**src/rtl/scene_draw_sequencer.sv**
```systemverilog
// Level/scene draw sequencer: clears the object store, draws the background, then
// places and draws every object of every class; on each frame in PLAY it redraws live objects.
module scene_draw_sequencer #(
    parameter int NUM_CLASSES = 2,
    parameter int MAX_OBJ     = 6,
    parameter int CLS_W       = 1,
    parameter int IDX_W       = 3
) (
    input  logic                           clk,
    input  logic                           resetn,
    input  logic                           go,
    input  logic                           frame,
    input  logic                           game_end,
    input  logic [NUM_CLASSES*MAX_OBJ-1:0] obj_alive,
    input  logic                           draw_background_done,
    input  logic                           draw_object_done,
    output logic                           enable_draw_background,
    output logic                           enable_draw_object,
    output logic [CLS_W-1:0]               obj_class,
    output logic [IDX_W-1:0]               obj_index,
    output logic                           enable_random,
    output logic                           rand_sel,
    output logic                           resetn_objects,
    output logic                           playing,
    output logic [7:0]                     dropped_frames
);

    typedef enum logic [3:0] {
        S_IDLE, S_CLEAR, S_BG, S_PICK, S_GEN_X, S_GEN_Y, S_OBJ, S_PLAY, S_DONE
    } state_t;

    localparam logic [CLS_W-1:0] LAST_CLS = CLS_W'(NUM_CLASSES - 1);
    localparam logic [IDX_W-1:0] LAST_IDX = IDX_W'(MAX_OBJ - 1);

    state_t           state_reg, state_next;
    logic             populate_reg, populate_next;
    logic             pending_reg, pending_next;
    logic             wrapped_reg, wrapped_next;
    logic [CLS_W-1:0] cls_reg, cls_next;
    logic [IDX_W-1:0] idx_reg, idx_next;
    logic [7:0]       drop_reg, drop_next;

    logic             cur_alive;
    logic             go_ok;
    logic             in_pass;
    logic [CLS_W-1:0] adv_cls;
    logic [IDX_W-1:0] adv_idx;
    logic             adv_wrap;

    // Live bit of the current (class, index), selected without a wide multiply.
    always_comb begin
        cur_alive = 1'b0;
        for (int c = 0; c < NUM_CLASSES; c++) begin
            for (int i = 0; i < MAX_OBJ; i++) begin
                if (cls_reg == CLS_W'(c) && idx_reg == IDX_W'(i))
                    cur_alive = obj_alive[c*MAX_OBJ + i];
            end
        end
    end

    // Advancing past the last object holds the counters and raises the wrap flag instead.
    always_comb begin
        adv_cls  = cls_reg;
        adv_idx  = idx_reg;
        adv_wrap = 1'b0;
        if (idx_reg == LAST_IDX) begin
            if (cls_reg == LAST_CLS) begin
                adv_wrap = 1'b1;
            end else begin
                adv_idx = '0;
                adv_cls = cls_reg + 1'b1;
            end
        end else begin
            adv_idx = idx_reg + 1'b1;
        end
    end

    assign go_ok   = go && (state_reg == S_IDLE || state_reg == S_DONE);
    assign in_pass = (state_reg == S_CLEAR) || (state_reg == S_BG) || (state_reg == S_PICK) ||
                     (state_reg == S_GEN_X) || (state_reg == S_GEN_Y) || (state_reg == S_OBJ);

    always_comb begin
        state_next    = state_reg;
        populate_next = populate_reg;
        pending_next  = pending_reg;
        wrapped_next  = wrapped_reg;
        cls_next      = cls_reg;
        idx_next      = idx_reg;
        drop_next     = drop_reg;

        case (state_reg)
            S_IDLE, S_DONE: begin
                if (go) state_next = S_CLEAR;
            end
            S_CLEAR: begin
                cls_next     = '0;
                idx_next     = '0;
                wrapped_next = 1'b0;
                state_next   = S_BG;
            end
            S_BG: begin
                if (draw_background_done) state_next = S_PICK;
            end
            S_PICK: begin
                if (wrapped_reg) begin
                    state_next    = S_PLAY;
                    populate_next = 1'b0;
                end else if (populate_reg) begin
                    state_next = S_GEN_X;
                end else if (cur_alive) begin
                    state_next = S_OBJ;
                end else begin
                    cls_next     = adv_cls;
                    idx_next     = adv_idx;
                    wrapped_next = adv_wrap;
                end
            end
            S_GEN_X: state_next = S_GEN_Y;
            S_GEN_Y: state_next = S_OBJ;
            S_OBJ: begin
                if (draw_object_done) begin
                    state_next   = S_PICK;
                    cls_next     = adv_cls;
                    idx_next     = adv_idx;
                    wrapped_next = adv_wrap;
                end
            end
            S_PLAY: begin
                if (game_end || pending_reg) begin
                    state_next = S_DONE;
                end else if (frame) begin
                    state_next    = S_BG;
                    populate_next = 1'b0;
                    cls_next      = '0;
                    idx_next      = '0;
                    wrapped_next  = 1'b0;
                end
            end
            default: state_next = S_IDLE;
        endcase

        // An end request during a pass is deferred until the pass reaches PLAY.
        if (go_ok || state_reg == S_DONE)
            pending_next = 1'b0;
        else if (game_end && state_reg != S_PLAY)
            pending_next = 1'b1;

        if (go_ok)
            drop_next = '0;
        else if (frame && in_pass && drop_reg != 8'hFF)
            drop_next = drop_reg + 8'd1;

        if (go_ok) populate_next = 1'b1;
    end

    always_ff @(posedge clk or negedge resetn) begin
        if (!resetn) begin
            state_reg    <= S_IDLE;
            populate_reg <= 1'b0;
            pending_reg  <= 1'b0;
            wrapped_reg  <= 1'b0;
            cls_reg      <= '0;
            idx_reg      <= '0;
            drop_reg     <= '0;
        end else begin
            state_reg    <= state_next;
            populate_reg <= populate_next;
            pending_reg  <= pending_next;
            wrapped_reg  <= wrapped_next;
            cls_reg      <= cls_next;
            idx_reg      <= idx_next;
            drop_reg     <= drop_next;
        end
    end

    // Outputs decode the state register directly so reset forces them low at once.
    assign enable_draw_background = (state_reg == S_BG);
    assign enable_draw_object     = (state_reg == S_OBJ);
    assign enable_random          = (state_reg == S_GEN_X) || (state_reg == S_GEN_Y);
    assign rand_sel               = (state_reg == S_GEN_Y);
    assign resetn_objects         = (state_reg != S_CLEAR);
    assign playing                = (state_reg == S_PLAY);
    assign obj_class              = cls_reg;
    assign obj_index              = idx_reg;
    assign dropped_frames         = drop_reg;

endmodule

```
**config.mk**
```make
export PLATFORM = sky130hd
export DESIGN_NAME = scene_draw_sequencer
export DESIGN_NICKNAME = d
export VERILOG_FILES = /design/src/rtl/scene_draw_sequencer.sv
export SDC_FILE = /design/constraint.sdc
export NUM_CORES = 1
export LEC_CHECK = 0
export ABC_CLOCK_PERIOD_IN_PS = 4410
export BUFFER_PORTS_ARGS = -buffer_cell sky130_fd_sc_hd__buf_2
export CAP_MARGIN = 40
export CORE_MARGIN = 8
export CORE_UTILIZATION = 35
export CTS_BUF_LIST = sky130_fd_sc_hd__clkbuf_4
export CTS_CLUSTER_DIAMETER = 40
export DETAILED_ROUTE_END_ITERATION = 12
export PLACE_DENSITY_LB_ADDON = 0.05
export SYNTH_ARGS = -nofsm -noshare
export SYNTH_HDL_FRONTEND = slang
export SYNTH_SLANG_ARGS = --single-unit
```
**constraint.sdc**
```tcl
create_clock -name clk -period 4.41 [get_ports clk]
set_clock_uncertainty 0.05 [all_clocks]
set_input_delay 0 -clock clk [delete_from_list [all_inputs] [get_ports clk]]
set_output_delay 0 -clock clk [all_outputs]
set_load 0.02 [all_outputs]
```
### Word-level counts from Yosys, hierarchy flattened

Index checks and enable logic that the tools add are counted.

* input port bits: 19
* register bits: 19
* logic and storage cells: 129

* reductions and logical operators: 36
* equality and inequality tests: 29
* bitwise operators: 1
* add/subtract/negate cells: 3
* mux-type cells: 53

Operator list (count)
* $mux W4: 8
* $pmux W4 S8: 1
* $mux W1: 30
* $mux W3: 8
* $eq A4 B3 Y1 const B: 4
* $logic_and A1 B1 Y1: 16
* $mux W8: 2
* $ne A2 B2 Y1 const B: 8
* $pmux W3 S4: 1
* $logic_or A1 B1 Y1: 9
* $add A8 B1 Y8 const B: 1
* $eq A4 B2 Y1 const B: 2
* $ne A8 B8 Y1 const B: 1
* $pmux W1 S4: 2
* $reduce_and A4 Y1: 2
* $reduce_and A7 Y1: 1
* $eq A3 B2 Y1 const B: 2
* $eq A3 B3 Y1 const B: 2
* $ne A3 B2 Y1 const B: 2
* $ne A3 B3 Y1 const B: 2
* $reduce_and A5 Y1: 1
* $eq A4 B1 Y1 const B: 1
* $eq A4 B4 Y1 const B: 1
* $logic_not A4 Y1: 1
* other kinds (13): 14

### Depth between registers and ports, before layout

Gate-level depths: netlist of run 1.

* depth after elaboration: 18
* gate-level depth with buffers: 9
* mapped depth without buffers: 8

### Worst setup path after synthesis of run 1

No wires, ideal clock.

* kind: register to register
* start point: reg idx_reg[0] (netlist: obj_index[0])
* end point: reg idx_reg[0] (netlist: obj_index[0])
* path slack: 2.043 ns
* required time: 4.235 ns
* stages on the path, launching flop included: 9
* data arrival time: 2.192 ns
* path through: dfrtp_1 buf_4 and2_1 ha_1 a211o_1 o2111a_1 nor4_2 nor2_1 mux2_2

* word-level cells in the longest chain between the ends: 16
* elaborated cells between the ends (all ways): 40
* those cells by class: add/sub (1); eq/ne (6); mux (19); reduce/logical (14)

RTL lines
* from (decl): line 40 `logic [IDX_W-1:0] idx_reg, idx_next;`
* from (signal assigned): line 171 `idx_reg <= idx_next;`
* $logic_not A3 Y1: line 55 `if (cls_reg == CLS_W'(c) && idx_reg == IDX_W'(i))`
* $logic_and A1 B1 Y1: line 55
* $mux W1 (12 in series): line 55
* $ne A2 B2 Y1 (no line)
* $reduce_and A7 Y1 (no line)

Parallel ways exist; a longest one is shown, timed or not. The select of a mux whose other input is x is not followed.
A chain may end at the register's enable or synchronous reset.

### Worst setup path in the final report of run 1

Same ends and word-level chain as after synthesis.

==> impl_metrics.tcl, run 1 <==
set metrics [dict create \
    status "completed" \
    syn_area_sq_um 1310 \
    fmax_mhz 409 \
    antenna_found_initial 0 \
    end_kind "flop" \
    fin_util 0.434 \
    max-slew-margin-rel 0.709 \
    crit_start "obj_index[0]" \
    ys_seq_area_frac 0.363 \
    placed_cell_area_sq_um 1520 \
    row_count 22 \
    power.share.combinational 0.563 \
    layout-drive-gt1-share 0.269 \
    switchingPower_mw 0.493 \
    final_area_sq_um 1580 \
    cp_max_fo 13 \
    powerDensity_nw_per_um2 633 \
    synth_common_cells "20 x nor2_1, 19 x dfrtp_1, 9 x nand2_1, 8 x o21ai_0, 6 x inv_1" \
    synth_top_cell_area_share 0.363 \
    r2r_slack_ns 1.96 \
    fillers 376 \
    fp.coreArea_sq_um 3630 \
    arrival_ns 2.59 \
    hp-class "primary input to flop" \
    rsz0062_at_grt "false" \
    finalSetupTns_ns 0 \
    finalHoldViolations 0 \
    clockBufferDepth 2 \
    area_growth_pct 20.6 \
    yosysMostFrequentCell "nor2_1" \
    cp.required_ns 4.56 \
    power.total_mw 0.999 \
    peakVddDrop_mv 0.228 \
    slew_viol_final 0 \
    cts.sinks 19 \
    io_buffers 36 \
    avgSynthCellArea_sq_um 8.78 \
    clock_tree.root_cell "clkbuf_4" \
    reg2regPathDepth 7 \
    post_drt_wl_per_cell_um 15.3 \
    worstMarginPinSlew_ns 0.436 \
    setup_viol 0 \
    n_antenna_cell 0 \
    dp_slack_ns 2.00 \
    critPathKind "flop to flop" \
    leakage_nw 0.730 \
    cts_tree "done" \
    vias 1238 \
    grt_pass1_vias 1309 \
    grt_pass1_wl_um 6200 \
    yosysWarnings 0 \
    dr.pass1.iters 4 \
    htreeDepth 1 \
    synth_fp_nets 170 \
    async_flop_share 1.00 \
    period_needed_ns 2.45 \
    seqPwrFrac 0.347 \
    die_x_um 77.2 \
    ant_nets 0 \
    syn_inst 149 \
    timing.rr.end "obj_index[0]" \
    crit_end "obj_index[0]" \
    switching_share 0.494 \
    synthFlopType "dfrtp_1" \
    die_area_sq_um 5950 \
    die_h_um 77.2 \
    dp.final_hpwl_um 2700 \
    synth_cell_types 50 \
    track_usage 0.125 \
    drt_iter0_drc 120 \
    synth_area_leader_cell "dfrtp_1" \
    synth_edf_count 0 \
    startpoint_type "flop" \
    gp_congestion 0.842 \
    post_cts_buffers 0 \
    largest_reg_flops 8 \
    max_cap_violations 0 \
    intPower_mw 0.506 \
    start_util 0.360 \
    grt.overflow.total 0 \
    grt_max_degree 20 \
    netlist_top_cells_area "dfrtp_1 36%, nor2_1 5.7%, o21ai_0 3.1%, xor2_1 2.7%, nand2_1 2.6%" \
    clk_pin_slew_ns 0.12 \
    cts_made_buffers 3 \
    drc 0 \
    via_per_inst 5.29 \
    synth_seq_cells 19 \
    clk_latency_ns 0.30 \
    routed_wl_um 3590 \
    pwr-share-clk 0.091 \
    ios 37 \
    r2r_start "obj_index[0]" \
    fin_nets 208 \
    fin_crit_sh 0.555 \
    layout_setup_ws_ns 1.96 \
]
[power by group through the flow]
| stage | Sequential (mW) | Combinational (mW) | Clock [mW] |
|---|---|---|---|
| 2_1_floorplan | 0.329 | 0.423 | 0 |
| 3_3_place_gp | 0.344 | 0.548 | 0 |
| 3_5_place_dp | 0.348 | 0.550 | 0 |
| 4_1_cts | 0.345 | 0.560 | 0.0947 |
| 5_1_grt | 0.363 | 0.626 | 0.106 |
| 6_report | 0.346 | 0.562 | 0.0905 |
[worst max-delay path, stage by stage (launching register included)]
cell,delay [ns]
dfrtp_1,0.53
and2_1,0.23
ha_1,0.22
a211o_1,0.28
o2111a_1,0.27
nor4_2,0.35
nor2_1,0.13
mux2_2,0.29
[worst min-delay path by stage]
| stage | depth (start not counted) | end | start | slack, ns |
|---|---|---|---|---|
| after CTS | 4 | state_reg[3] | draw_background_done | 0.007 |
| final | 4 | state_reg[3] | draw_background_done | 0.02 |
| after global routing | 4 | state_reg[1] | game_end | 0.01 |
| after detailed placement | 1 | obj_index[0] | resetn | -0.08 |
| after floorplan | 0 | dropped_frames[0] | resetn | -0.35 |
| after global placement | 1 | obj_index[1] | resetn | -0.07 |
[cells by family (layout without fill, tap and decap cells)]
group | count (synthesis) | count (layout) | synth area share
DFF | 19 | 19 | 0.363
xor gates and xnor gates | 7 | 7 | 0.0468
adders and majority gates | 2 | 2 | 0.0191
AOI/OAI and AO/OA | 33 | 33 | 0.197
buffers and inverters | 13 | 50 | 0.0421
and+or+nand+nor | 71 | 71 | 0.300
muxes | 4 | 4 | 0.0315
[routing by layer]
layer / part of all wire / vias up / global-route usage
li1: - / 615 / -
met4: 0.010 / 0 / 0.0377
met2: 0.47 / 30 / 0.196
met5: 0 / - / 0
met3: 0.042 / 4 / 0.0303
met1: 0.48 / 589 / 0.163
[stage by stage]
stage               std cells  hold slack (ns)
global route              234           0.0117
finish                    234           0.0219
CTS                       234          0.00725
detailed placement        227          -0.0810
floorplan                 149           -0.346
global placement          227          -0.0695
[cells in the final DEF, fill, tap and decap left out, drive strengths merged, types with 5 or more instances in the layout]
cell	n
o21ai	9
buf	36
a21oi	5
dfrtp	19
nand2b	5
inv	7
nand2	9
nand3	6
nor2	20
[layout make-up]
type / count / area (sq um) / area share
Tap cell: 48 / 60.1 / 0.0381
Clock buffer: 3 / 22.5 / 0.0143
Timing Repair Buffer: 39 / 210 / 0.133
Multi-Input combinational cell: 117 / 778 / 0.493
Clock inverter: 1 / 5.00 / 0.00317
Inverter: 7 / 26.3 / 0.0167
Sequential cell: 19 / 475 / 0.301
[repair_timing]
action                                 CTS  global route
hold buffers                             3             0
endpoints found under the hold margin   20             0
gates resized for setup                  0             0
No activity file was read; power rests on OpenSTA's default activity.
==> inputs of run 2 (changes only) <==
--- a/config.mk
+++ b/config.mk
@@ -5,7 +5,7 @@
 export SDC_FILE = /design/constraint.sdc
 export NUM_CORES = 1
 export LEC_CHECK = 0
-export ABC_CLOCK_PERIOD_IN_PS = 4410
+export ABC_CLOCK_PERIOD_IN_PS = 2400
 export BUFFER_PORTS_ARGS = -buffer_cell sky130_fd_sc_hd__buf_2
 export CAP_MARGIN = 40
 export CORE_MARGIN = 8
==> constraint.sdc (replaced) <==
create_clock -name clk -period 2.4 [get_ports clk]
set_clock_uncertainty 0.05 [all_clocks]
set_input_delay 0 -clock clk [delete_from_list [all_inputs] [get_ports clk]]
set_output_delay 0 -clock clk [all_outputs]
set_load 0.02 [all_outputs]
==> impl_metrics.tcl, run 2 (synthesis results as in run 1) <==
set metrics [dict create \
    layout-drive-gt1-share 0.288 \
    crit_start "obj_index[0]" \
    die_h_um 77.2 \
    grt_pass1_vias 1255 \
    powerDensity_nw_per_um2 1160 \
    crit_end "obj_index[0]" \
    final_area_sq_um 1620 \
    arrival_ns 2.35 \
    fp.coreArea_sq_um 3630 \
    clk_pin_slew_ns 0.11 \
    crit_slowest_cell "dfrtp_1" \
    cts.repair.resized 0 \
    cts_made_buffers 3 \
    via_per_inst 5.30 \
    grt_pass1_wl_um 5910 \
    critPathKind "flop to flop" \
    fin_crit_sh 0.921 \
    drt_iter0_drc 86 \
    clockBufferDepth 2 \
    cp.depth 7 \
    dr.pass1.iters 4 \
    instances_no_fill 239 \
    max_cap_violations 0 \
    startpoint_type "flop" \
    leakage_nw 0.756 \
    placed_cell_area_sq_um 1560 \
    r2r_slack_ns 0.19 \
    io_buffers 36 \
    track_usage 0.117 \
    rsz0062_at_grt "false" \
    gp_congestion 0.791 \
    max-slew-margin-rel 0.707 \
    cp.required_ns 2.54 \
    timing.rr.end "obj_index[0]" \
    crit_family "simple AND/OR/NAND/NOR gates" \
    reg2regPathDepth 7 \
    final_common_cell "buf_2" \
    worstMarginPinSlew_ns 0.439 \
    hp-class "primary input to flop" \
    status "completed" \
    post_cts_buffers 0 \
    drc 0 \
    grt.overflow.total 0 \
    routed_wl_um 3490 \
    post_drt_wl_per_cell_um 14.6 \
    start_util 0.360 \
    dp.final_hpwl_um 2710 \
    die_x_um 77.2 \
    cp_max_fo 4 \
    n_antenna_cell 0 \
    grt_max_degree 20 \
    finalSetupTns_ns 0 \
    htreeDepth 1 \
    slowest_delay_ns 0.38 \
    cts.sinks 19 \
    most-common-layout-cells "36 x buf_2, 20 x nor2_1, 19 x dfrtp_1" \
    path_cells "and2_1 > ha_1 > a211o_1 > o2111a_1 > nor4_2 > nor2_1 > mux2_2" \
    r2r_start "obj_index[0]" \
    row_count 22 \
    fmax_mhz 453 \
    peakVddDrop_mv 0.512 \
    area_growth_pct 23.6 \
    antenna_found_initial 0 \
    fin_util 0.445 \
    finalHoldViolations 0 \
    dp_cells 232 \
    worst-path-buf-inv 0 \
    largest_reg_flops 8 \
    end_kind "flop" \
    clock_tree.root_cell "clkbuf_4" \
    fin_nets 213 \
    slew_viol_final 0 \
    clk_latency_ns 0.30 \
    cts_hold_buf 3 \
    setup_viol 0 \
    ios 37 \
    vias 1267 \
    die_area_sq_um 5950 \
    ant_nets 0 \
    cts_tree "done" \
    period_needed_ns 2.21 \
]
-- run 2: cell type report --
cell class	instances	area (sq um)
Inverter	7	26.3
Fill cell	392	2020
Timing Repair Buffer	44	248
Sequential cell	19	475
Multi-Input combinational cell	117	778
Clock buffer	4	30.0
Tap cell	48	60.1
-- run 2: worst min-delay path by stage --
stage                                    start                end  cells after the start
after floorplan                         resetn  dropped_frames[0]                      0
after global placement                  resetn       obj_index[0]                      1
after detailed placement                resetn       obj_index[1]                      1
after CTS                 draw_background_done       state_reg[3]                      4
after global routing                  game_end       state_reg[3]                      3
final                     draw_background_done       state_reg[3]                      4
-- run 2: worst reg2reg max path, stage by stage (launching register included) --
cell,delay [ns]
dfrtp_1,0.38
and2_1,0.16
ha_1,0.22
a211o_1,0.28
o2111a_1,0.27
nor4_2,0.34
nor2_1,0.13
mux2_2,0.29
-- run 2: where the power goes --
group	internal [mW]	switching, mW	leakage, nW
registers	0.422	0.154	0.242
logic	0.483	0.641	0.496
clock network	0.0760	0.0978	0.0184
total	0.981	0.892	0.756
-- run 2: through the flow --
stage / total power [mW] / setup WS [ns] / hold WS, ns
5_1_grt: 2.05 / 0.0389 / 0.0383
3_3_place_gp: 1.68 / 0.244 / -0.0701
6_report: 1.87 / 0.190 / 0.00929
4_1_cts: 1.89 / 0.177 / 0.00489
2_1_floorplan: 1.38 / 0.0328 / -0.346
3_5_place_dp: 1.70 / 0.202 / -0.0842
-- run 2: routing by layer --
layer	track usage	up-vias	part of all wire
met2	0.194	25	0.48
met5	0	-	0
met3	0.0385	2	0.056
li1	-	628	-
met1	0.147	612	0.46
met4	0.0113	0	0.0037
==> inputs of run 3 (changes only) <==
--- a/config.mk
+++ b/config.mk
@@ -6,13 +6,13 @@
 export NUM_CORES = 1
 export LEC_CHECK = 0
 export ABC_CLOCK_PERIOD_IN_PS = 2400
-export BUFFER_PORTS_ARGS = -buffer_cell sky130_fd_sc_hd__buf_2
 export CAP_MARGIN = 40
 export CORE_MARGIN = 8
 export CORE_UTILIZATION = 35
 export CTS_BUF_LIST = sky130_fd_sc_hd__clkbuf_4
 export CTS_CLUSTER_DIAMETER = 40
 export DETAILED_ROUTE_END_ITERATION = 12
+export DONT_BUFFER_PORTS = 1
 export PLACE_DENSITY_LB_ADDON = 0.05
 export SYNTH_ARGS = -nofsm -noshare
 export SYNTH_HDL_FRONTEND = slang
==> impl_metrics.tcl, run 3 (synthesis results as in run 1) <==
set metrics [dict create \
    dp.final_hpwl_um 2680 \
    highest_layer "met4" \
    power.total_mw 1.87 \
    finalHoldViolations 0 \
    dp_cells 202 \
    fin_util 0.431 \
    worst-path-buf-inv 0 \
    io_buffers 0 \
    fmax_mhz 448 \
    row_count 22 \
    status "completed" \
    routed_wl_um 3550 \
    peakVddDrop_mv 0.490 \
    seqPwrFrac 0.293 \
    vias 1165 \
    worstMarginPinSlew_ns 0.404 \
    cp_max_fo 4 \
    slew_viol_final 0 \
    period_needed_ns 2.23 \
    cp.required_ns 2.55 \
    ios 37 \
    ant_nets 0 \
    via_per_inst 5.37 \
    cts_hold_buf 9 \
    rsz0062_at_grt "false" \
    end_kind "flop" \
    arrival_ns 2.38 \
    path_cells "and2_1 > ha_1 > a211o_1 > o2111a_1 > nor3_1 > nor4_1 > o311a_1" \
    grt_pass1_vias 1214 \
    final_common_cell "nor2_1" \
    drc 0 \
    area_growth_pct 19.6 \
    switchingPower_mw 0.902 \
    track_usage 0.118 \
    max-slew-margin-rel 0.730 \
    met3_length_um 208 \
    intPower_mw 0.972 \
    clk_pin_slew_ns 0.12 \
    dr.pass1.iters 4 \
    max_cap_violations 0 \
    clockBufferDepth 2 \
    grt_pass1_wl_um 5980 \
    slowest_delay_ns 0.40 \
    power.share.combinational 0.617 \
    setup_viol 0 \
    layout_setup_ws_ns 0.168 \
    post_cts_buffers 0 \
    start_util 0.360 \
    grt_max_degree 20 \
    clock_tree.root_cell "clkbuf_4" \
    cts_tree "done" \
    wl_met1_um 1620 \
    powerDensity_nw_per_um2 1200 \
    gp_congestion 0.799 \
    fin_nets 191 \
    dp_slack_ns 0.172 \
    layout-drive-gt1-share 0.154 \
    placed_cell_area_sq_um 1420 \
    cts.sinks 19 \
    die_x_um 77.2 \
    fin_crit_sh 0.930 \
    crit_family "compound AO/OA/AOI/OAI gates" \
    leakage_nw 0.664 \
    final_area_sq_um 1570 \
    clk_latency_ns 0.30 \
    die_area_sq_um 5950 \
    startpoint_type "flop" \
    switching_share 0.481 \
    post_drt_wl_per_cell_um 16.3 \
    wl_met2_um 1710 \
    die_h_um 77.2 \
    whs_ns 0.0475 \
    fillers 394 \
    crit_slowest_cell "dfrtp_1" \
    htreeDepth 1 \
    antenna_found_initial 0 \
    hp-class "primary input to flop" \
    cts_made_buffers 3 \
    finalSetupTns_ns 0 \
    instances_no_fill 217 \
    critPathKind "flop to flop" \
    drt_iter0_drc 63 \
    grt.overflow.total 0 \
    pwr-share-clk 0.090 \
    most-common-layout-cells "20 x nor2_1, 19 x dfrtp_1, 11 x buf_4" \
    fp.coreArea_sq_um 3630 \
    n_antenna_cell 0 \
    cts.repair.resized 0 \
    largest_reg_flops 8 \
]
-- run 3: changes by cell type in the layout (fill, tap and decap cells not counted) --
cell	previous run	this run
buf_4	5	11
buf_8	0	1
buf_2	36	0
clkbuf_4	4	3
clkinv_2	0	1
dlygate4sd3_1	3	10
-- run 3: metal layers --
layer	vias up	GRT usage
li1	576	-
met4	0	0.0208
met3	2	0.0385
met1	560	0.145
met2	27	0.196
met5	-	0
-- run 3: power groups by stage --
| stage | logic, mW | clock network, mW | registers [mW] |
|---|---|---|---|
| 3_5_place_dp | 1.12 | 0 | 0.553 |
| 2_1_floorplan | 0.777 | 0 | 0.604 |
| 6_report | 1.16 | 0.169 | 0.548 |
| 3_3_place_gp | 1.11 | 0 | 0.556 |
| 5_1_grt | 1.29 | 0.184 | 0.565 |
| 4_1_cts | 1.16 | 0.177 | 0.548 |
-- run 3: final cells by class --
type | instances | area, sq um | share of cell area
inverters | 7 | 26.3 | 0.0168
clock inverters | 1 | 5.00 | 0.00320
multi-input cells | 117 | 778 | 0.497
flip-flops and latches | 19 | 475 | 0.304
clock buffers | 3 | 22.5 | 0.0144
well taps | 48 | 60.1 | 0.0384
repair buffers | 22 | 198 | 0.126
-- run 3: final timing paths --
kind	startpoint	end	slack, ns	depth (start not counted)
max in group asynchronous	resetn	state_reg[2]	1.36	3
worst min register to register	populate_reg	populate_reg	0.52	1
worst min-delay path	go	dropped_frames[5]	0.05	2
worst max-delay path	obj_index[0]	state_reg[0]	0.17	7
min in group asynchronous	resetn	obj_index[1]	0.53	2
worst max register to register	obj_index[0]	state_reg[0]	0.17	7
